[src/rtl/pe_buf_arbiter.sv]
// Single-port PE buffer SRAM arbiter: requester 0 has priority, the rest share round-robin,
// with burst locking, lock timeout and fixed-latency read routing. Optional macro: ARB_STARVE_GUARD_EN.
//
// state   | meaning
// IDLE    | arbitrate every cycle; single-beat grants stay here
// LOCKED  | owner holds the SRAM until its last beat or the idle timeout
module pe_buf_arbiter #(
    parameter int NUM_REQ      = 3,
    parameter int ADDR_W       = 16,
    parameter int DATA_W       = 128,
    parameter int MEM_LAT      = 1,
    parameter int TIMEOUT      = 64,
    parameter int STARVE_LIMIT = 32
) (
    input  logic                      clk,
    input  logic                      rst,
    input  logic [NUM_REQ-1:0]        req_valid,
    output logic [NUM_REQ-1:0]        req_ready,
    input  logic [NUM_REQ-1:0]        req_we,
    input  logic [NUM_REQ-1:0]        req_last,
    input  logic [NUM_REQ*ADDR_W-1:0] req_addr,
    input  logic [NUM_REQ*DATA_W-1:0] req_wdata,
    output logic [NUM_REQ-1:0]        rsp_valid,
    output logic [DATA_W-1:0]         rsp_data,
    output logic                      mem_en,
    output logic                      mem_we,
    output logic [ADDR_W-1:0]         mem_addr,
    output logic [DATA_W-1:0]         mem_wdata,
    input  logic [DATA_W-1:0]         mem_rdata,
    output logic                      busy,
    output logic                      lock_err
);
    localparam int IDX_W = (NUM_REQ > 1) ? $clog2(NUM_REQ) : 1;
    localparam int TO_W  = $clog2(TIMEOUT + 1);

    typedef enum logic {S_IDLE = 1'b0, S_LOCKED = 1'b1} state_t;

    state_t             state, state_nxt;
    logic [IDX_W-1:0]   owner, owner_nxt;
    logic [IDX_W-1:0]   rr_ptr, rr_nxt;
    logic [TO_W-1:0]    to_cnt, to_cnt_nxt;
    logic               timeout_hit;
    logic               win_found;
    logic [IDX_W-1:0]   win_idx;
    logic [IDX_W:0]     cand;
    logic               skip0;
    logic               accept;
    logic [IDX_W-1:0]   acc_idx;
    logic [NUM_REQ-1:0] acc_onehot;
    logic               tag_any;
    logic [NUM_REQ-1:0] tag [MEM_LAT+1];
    logic [ADDR_W-1:0]  addr_arr [NUM_REQ];
    logic [DATA_W-1:0]  wdata_arr [NUM_REQ];

    always_comb begin
        for (int i = 0; i < NUM_REQ; i++) begin
            addr_arr[i]  = req_addr[i*ADDR_W +: ADDR_W];
            wdata_arr[i] = req_wdata[i*DATA_W +: DATA_W];
        end
    end

    // Requester 0 wins outright unless starved out; otherwise scan 1..NUM_REQ-1 from rr_ptr.
    always_comb begin
        win_found = 1'b0;
        win_idx   = '0;
        cand      = '0;
        if (req_valid[0] && !skip0) begin
            win_found = 1'b1;
        end else begin
            for (int k = 0; k < NUM_REQ - 1; k++) begin
                cand = {1'b0, rr_ptr} + (IDX_W+1)'(k);
                if (cand >= (IDX_W+1)'(NUM_REQ)) cand = cand - (IDX_W+1)'(NUM_REQ - 1);
                if (!win_found && req_valid[cand[IDX_W-1:0]]) begin
                    win_found = 1'b1;
                    win_idx   = cand[IDX_W-1:0];
                end
            end
            if (!win_found && req_valid[0]) win_found = 1'b1;
        end
    end

    assign acc_onehot = req_valid & req_ready;
    assign accept     = |acc_onehot;
    assign acc_idx    = (state == S_IDLE) ? win_idx : owner;

    always_comb begin
        state_nxt   = state;
        owner_nxt   = owner;
        rr_nxt      = rr_ptr;
        to_cnt_nxt  = to_cnt;
        timeout_hit = 1'b0;
        case (state)
            S_IDLE: begin
                if (accept && !req_last[acc_idx]) begin
                    state_nxt  = S_LOCKED;
                    owner_nxt  = acc_idx;
                    to_cnt_nxt = '0;
                end
            end
            S_LOCKED: begin
                if (accept) begin
                    to_cnt_nxt = '0;
                    if (req_last[acc_idx]) state_nxt = S_IDLE;
                end else if (to_cnt == TO_W'(TIMEOUT - 1)) begin
                    state_nxt   = S_IDLE;
                    to_cnt_nxt  = '0;
                    timeout_hit = 1'b1;
                end else begin
                    to_cnt_nxt = to_cnt + 1'b1;
                end
            end
            default: state_nxt = S_IDLE;
        endcase
        if (accept && req_last[acc_idx] && acc_idx != '0)
            rr_nxt = (acc_idx == IDX_W'(NUM_REQ - 1)) ? IDX_W'(1) : acc_idx + IDX_W'(1);
    end

    always_ff @(posedge clk) begin
        if (rst) begin
            state     <= S_IDLE;
            owner     <= '0;
            rr_ptr    <= IDX_W'(1);
            to_cnt    <= '0;
            lock_err  <= 1'b0;
            mem_en    <= 1'b0;
            mem_we    <= 1'b0;
            mem_addr  <= '0;
            mem_wdata <= '0;
            for (int k = 0; k <= MEM_LAT; k++) tag[k] <= '0;
        end else begin
            state    <= state_nxt;
            owner    <= owner_nxt;
            rr_ptr   <= rr_nxt;
            to_cnt   <= to_cnt_nxt;
            lock_err <= timeout_hit;
            mem_en   <= accept;
            mem_we   <= accept && req_we[acc_idx];
            if (accept) begin
                mem_addr  <= addr_arr[acc_idx];
                mem_wdata <= wdata_arr[acc_idx];
            end
            // Tag stage 0 lines up with mem_en; stage MEM_LAT lines up with mem_rdata.
            tag[0] <= acc_onehot & ~req_we;
            for (int k = 1; k <= MEM_LAT; k++) tag[k] <= tag[k-1];
        end
    end

    always_comb begin
        req_ready = '0;
        if (!rst) begin
            if (state == S_IDLE) begin
                if (win_found) req_ready[win_idx] = 1'b1;
            end else begin
                req_ready[owner] = req_valid[owner];
            end
        end
        tag_any = 1'b0;
        for (int k = 0; k <= MEM_LAT; k++) tag_any = tag_any | (|tag[k]);
        busy      = (state == S_LOCKED) || tag_any;
        rsp_valid = tag[MEM_LAT];
        rsp_data  = (|tag[MEM_LAT]) ? mem_rdata : '0;
    end

`ifdef ARB_STARVE_GUARD_EN
    localparam int SV_W = $clog2(STARVE_LIMIT + 1);
    logic [SV_W-1:0] starve_cnt;

    assign skip0 = (starve_cnt == SV_W'(STARVE_LIMIT));

    // Once saturated, requester 0 can only win when nobody else is valid, so no increment then.
    always_ff @(posedge clk) begin
        if (rst) begin
            starve_cnt <= '0;
        end else if (state == S_IDLE && accept) begin
            if (acc_idx != '0)
                starve_cnt <= '0;
            else if (|req_valid[NUM_REQ-1:1])
                starve_cnt <= starve_cnt + 1'b1;
        end
    end
`else
    assign skip0 = (STARVE_LIMIT < 0);
`endif

endmodule
[config.mk]
export PLATFORM = sky130hd
export DESIGN_NAME = pe_buf_arbiter
export DESIGN_NICKNAME = d
export VERILOG_FILES = /design/src/rtl/pe_buf_arbiter.sv
export SDC_FILE = /design/constraint.sdc
export NUM_CORES = 1
export LEC_CHECK = 0
export ABC_CLOCK_PERIOD_IN_PS = 2150
export CORE_AREA = 2 2 335 337
export DETAILED_ROUTE_END_ITERATION = 16
export DIE_AREA = 0 0 337 339
export PLACE_DENSITY = 0.36
export REMOVE_ABC_BUFFERS = 1
export SETUP_SLACK_MARGIN = 0.4
export SKIP_CTS_REPAIR_TIMING = 1
export SLEW_MARGIN = 20
export SYNTH_ARGS = -nofsm -noshare
export SYNTH_HDL_FRONTEND = slang
export SYNTH_SLANG_ARGS = --single-unit
[constraint.sdc]
create_clock -name clk -period 2.15 [get_ports clk]
set_input_delay 0.5375 -clock clk [delete_from_list [all_inputs] [get_ports clk]]
set_output_delay 0.5375 -clock clk [all_outputs]
set_load 0.02 [all_outputs]
## Word level (Yosys, flattened, before mapping)

Memory sizes are Yosys's and may differ from the RTL's.
Cells that the tools add are included.

- Bits in registers: 159
- Memory bits (writable): 6
- Input port bits: 571
- Output and inout bits: 282
- Logic and storage cells: 109
- Memories kept: 1

- $add $sub $neg: 5
- Order comparisons: 10
- Equal/unequal tests: 3
- Multiplexer cells: 54
- Bitwise operators: 9
- Reductions and logical operators: 18

Memories:

| memory | words | width | rd ports | clocked after Yosys merged registers in | wr ports | line | RTL |
|---|---|---|---|---|---|---|---|
| tag | 2 | 3 | 2 | 0 | 2 | 51 | `logic [NUM_REQ-1:0] tag [MEM_LAT+1];` |

Operator list:

| kind | count |
|---|---|
| $mux 128 | 3 |
| $bmux 128 s2 | 1 |
| $bmux 16 s2 | 1 |
| $mux 16 | 2 |
| $mux 1 | 21 |
| $mux 7 | 3 |
| $mux 2 | 9 |
| $lt 2x3->1 const B | 5 |
| $mux 3 | 5 |
| $pmux 7 s2 | 1 |
| $bmux 1 s2 | 5 |
| $and 3x3->3 | 3 |
| $reduce_or 3->1 | 3 |
| $logic_and 1x1->1 | 8 |
| $add 7x1->7 const B | 1 |
| $eq 7x6->1 const B | 1 |
| $reduce_or 5->1 | 1 |
| $demux 1 s2 | 2 |
| $ge 2x1->1 const B | 2 |
| $sub 2x2->2 const B | 2 |
| $add 2x1->3 const B | 1 |
| $ge 3x2->1 const B | 1 |
| $ge 3x3->1 const B | 1 |
| $logic_not 1->1 | 3 |
| other kinds (12) | 14 |

## Depth between registers and ports, before layout

Gate-level depths: netlist of the first run.

- Depth after elaboration: 23
- Mapped depth: 9
- Depth with buffers taken out: 7

## Worst setup path before layout of the first run

OpenSTA, ideal clock, no wires.

- Path kind: input port to output port
- Start point: input req_valid[0]
- End point: output req_ready[1]
- Arrival: 1.788 ns
- Required time: 1.612 ns
- Slack: -0.176 ns
- Stages on the path: 5
- Buffers on the path: 2
- Path through: nor2_1 nand3_1 a21oi_1 buf_2 clkbuf_1

- Word-level cells in the longest chain between the ends: 15
- Elaborated cells between the ends (all ways): 28
- Those cells by class: order compare: 2; mux: 20; bitwise: 1; reduce/logical: 5

Ends and longest elaborated chain:

| element | line | RTL |
|---|---|---|
| start: declaration | 17 | `input logic [NUM_REQ-1:0] req_valid,` |
| $bmux 1 s2 | 73 | `if (!win_found && req_valid[cand[IDX_W-1:0]]) begin` |
| $mux 1 (implied by the code) | 73 |  |
| $mux 1 | 73 |  |
| $mux 1 | 67 | `if (req_valid[0] && !skip0) begin` |
| $logic_not 1->1 | 73 |  |
| $logic_and 1x1->1 | 73 |  |
| $mux 2 / $mux 1 (equally long branches) | 73 |  |
| $mux 2 / $mux 1 (equally long branches) | 67 |  |
| $lt 2x3->1 (implied by the code), or another cell as far along | 152 | `if (win_found) req_ready[win_idx] = 1'b1;` |
| $logic_and 1x1->1 (on tied branches) | 152, 78 |  |
| $mux 1 (on tied branches) | 152, 78 |  |
| $demux 1 s2 / $mux 1 (equally long branches) | 152, 67 |  |
| $mux 3 | 152 |  |
| $mux 3 (*) | 151 | `if (state == S_IDLE) begin` |
| $mux 3 (*) | 150 | `if (!rst) begin` |
| end: declaration | 18 | `output logic [NUM_REQ-1:0] req_ready,` |

Mark *: on every way between the ends. The rest lies on a longest branch, timed or not. The select of a mux whose other input is x is not followed.

## Final worst setup path of the first run

- Start point: register state
- End point: output req_ready[2]

- Word-level cells in the longest chain between the ends: 2

Ends and longest elaborated chain:

| element | line | RTL |
|---|---|---|
| start: declaration | 38 | `state_t state, state_nxt;` |
| start signal: assignment | 131 | `state <= state_nxt;` |
| $mux 3 | 151 |  |
| $mux 3 | 150 |  |

Every way passes these cells.

==> flow_summary.ini, run 1 <==
[die]
die-width_um = 337
die_h_um = 339
rows = 122
fp.dieArea_um2 = 114000
initial_core_util_pct = 8.86
coreArea_um2 = 110000
ios = 853

[run]
cap_violations = 0

[clock_network]
numCtsBuffers = 17
htreeDepth = 4
clk_pin_slew_ns = 0.08
cts_tree = yes
clk_latency_ns = 0.52
cts-root-buf = clkbuf_16
cts.sinks = 165
cts.path.max_buffers = 2

[timing]
rsz0062_at_grt = true
fin_crit_sh_pct = 112
hold_viol = 0
whs_ns = 0.433
final.setup.worst_slack_ns = -0.251
tightest_slew_ns = 0.912
timing.fmax_mhz = 416
fin_skew_ns = 0.0138
slew-limit-headroom_pct = 39.2
period_needed_ns = 2.40
final-max-slew-violation-count = 0
setup_violations = 296

[detailed_routing]
routed_wl_um = 105000
route.detailed.drc = 0
antenna_left = 0
avgRoutedWirePerCell_um = 27.5
vias_per_cell = 3.70
drt_iter0_drc = 609
routed-via-count = 14100
first_pass_iters = 4

[finish]
multi_input_area_um2 = 6860
final_cells = 3820
drive_above_1_share_pct = 22.4
regArea_um2 = 3310
synthToLayoutAreaGrowth_pct = 140
nFillCells = 12400
finalNetCount = 2882

[critical_path]
startpoint = state$_SDFF_PP0_
cp_slowest_cell = or4_4
endpoint_kind = output pin
cp_max_fo = 2
path_buf_inv = 1
r2r-start = state$_SDFF_PP0_
slowest_delay_ns = 0.45
worstSetupPathType = flop to output pin
crit_family = simple AND/OR/NAND/NOR gates
path_cells = or2_1, or4_4, a21oi_4, buf_6
crit_arrival_ns = 1.86
cp.required_ns = 1.61
cp-start-kind = flop

[logic_synthesis]
synthXorXnorAreaFrac_pct = 0.0896
yosysTopAreaCell = dfxtp_1
synth-warning-count = 0
netlist_area_um2 = 9770
avgSynthCellArea_um2 = 7.02
ys.flop_type = dfxtp_1
synth_adder_area_share_pct = 0.128
synth_top_family_by_area = simple AND/OR/NAND/NOR gates
yosys.area_share.simple_pct = 40.0
async_flop_share_pct = 0
synth_compound_area_share_pct = 19.8
synthMuxAreaShare_pct = 0.256
synth_top_cell_area_share_pct = 33.8
synthCells = 1393
synthTopCellsByArea = dfxtp_1 (34%), nand2_1 (15%), nor2b_1 (8.7%)
ys_ff_latch = 165
synth_edf_count = 0
ys_types = 48
synth-seq-area-share_pct = 33.8

[status]
failed_checks = setup timing
status = complete, but fails checks

[place]
dp_hpwl_um = 80200
dp_slack_ns = -1.01
io_buffers = 852
gp_congestion = 0.800
dp.cells = 3727

[global_routing]
grt_pass1_vias = 14000
track_usage_pct = 16.4
grt_pass1_wl_um = 127000
overflow = 0
antenna_found_initial = 39
grt_max_degree = 59

[pwr]
power_density_nw_per_um2 = 525
p_leak_nw = 9.36
ir_worst_vdd_mv = 0.533

[min_path]
min_path_type = input port to flop
min-delay-start = rst
layer usage:
layer	share of wire, %	global-route usage, %
met1	35	16.2
met5	0.11	0
met4	3.3	5.44
met2	52	30.3
met3	9.1	7.32
final timing paths:
| check | slack, ns | cells past startpoint | end |
|---|---|---|---|
| hold reg to reg | 0.47 | 1 | tag[0][4]$_SDFF_PP0_ |
| setup / recovery | -0.25 | 4 | req_ready[2] |
| hold / removal | 0.43 | 3 | state$_SDFF_PP0_ |
| setup reg to reg | -0.23 | 8 | owner[1]$_SDFFE_PP0P_ |
worst register-to-register path, cell delays in order (launching register included):
cell and delay (ns):
dfxtp_2 0.35, or2_1 0.24, buf_4 0.16, o41a_4 0.53
buf_6 0.15, a22oi_4 0.19, nor2_1 0.06, a211o_1 0.30
mux2_4 0.31
cell usage in the layout (no fill, tap or decap), types with 44 or more instances in the layout:
cell type,instances
nor2b_1,99
clkdlybuf4s50_1,713
and3_1,79
a21oi_1,50
buf_4,138
nor3_1,62
dfxtp_1,159
a2111oi_2,57
buf_6,62
buf_12,44
nand2_1,375
nor2_1,157
cell usage after synthesis, drive strengths merged (2+ instances only):
cell type  count
dfxtp        165
nand3          6
nor2         158
nor4           3
and3          88
nor2b        136
or2            3
nor3          64
nand2        386
o21ai          5
a211o          4
o21a           2
nor3b          2
nand3b         2
o2bb2ai        2
a22oi          2
and3b          2
inv            6
o31ai          2
a2111oi       86
a21oi         64
buf           36
clkbuf        94
a211oi        59
registers in the layout, summed over array words and instances (netlist names):
signal     flops
owner          2
mem_en         1
mem_wdata    128
tag            6
rr_ptr         2
to_cnt         7
mem_we         1
mem_addr      16
lock_err       1
state          1
logic make-up after synthesis:
family                     count (synthesis)
AOI/OAI and AO/OA                        233
xor gates and xnor gates                   1
adders and majority gates                  1
buffers and inverters                    136
DFF                                      165
muxes                                      2
and+or+nand+nor                          855
stage by stage:
stage	util (%)	area, um^2	setup TNS [ns]	total power [mW]
finish	21.3	23500	-41.76	12.3
global route	21.3	23500	-72.87	13.0
CTS	19.4	21400	-103.45	11.9
detailed placement	18.9	20800	-143.71	8.24
global placement	18.9	20800	-142.57	8.26
floorplan	-	9220	-1843.74	5.29
final cells by class:
| class | instances | area share (%) |
|---|---|---|
| diodes | 9 | 0.0959 |
| flip-flops and latches | 165 | 14.1 |
| repair buffers | 1026 | 46.0 |
| multi-input cells | 1094 | 29.2 |
| inverters | 6 | 0.117 |
| clock inverters | 15 | 0.719 |
| clock buffers | 17 | 1.81 |
| well taps | 1488 | 7.93 |
where the power goes:
part	switching (mW)	internal, mW
clock network	1.76	1.74
registers	0.183	3.36
logic	2.62	2.66
No activity file was read; power rests on OpenSTA's default activity.
==> run 2, diff against run 1 <==
CTS_CLUSTER_SIZE = 30   (was unset)
==> results of run 2 <==
No change in the layout: final DEF, timing and power equal those of run 1.
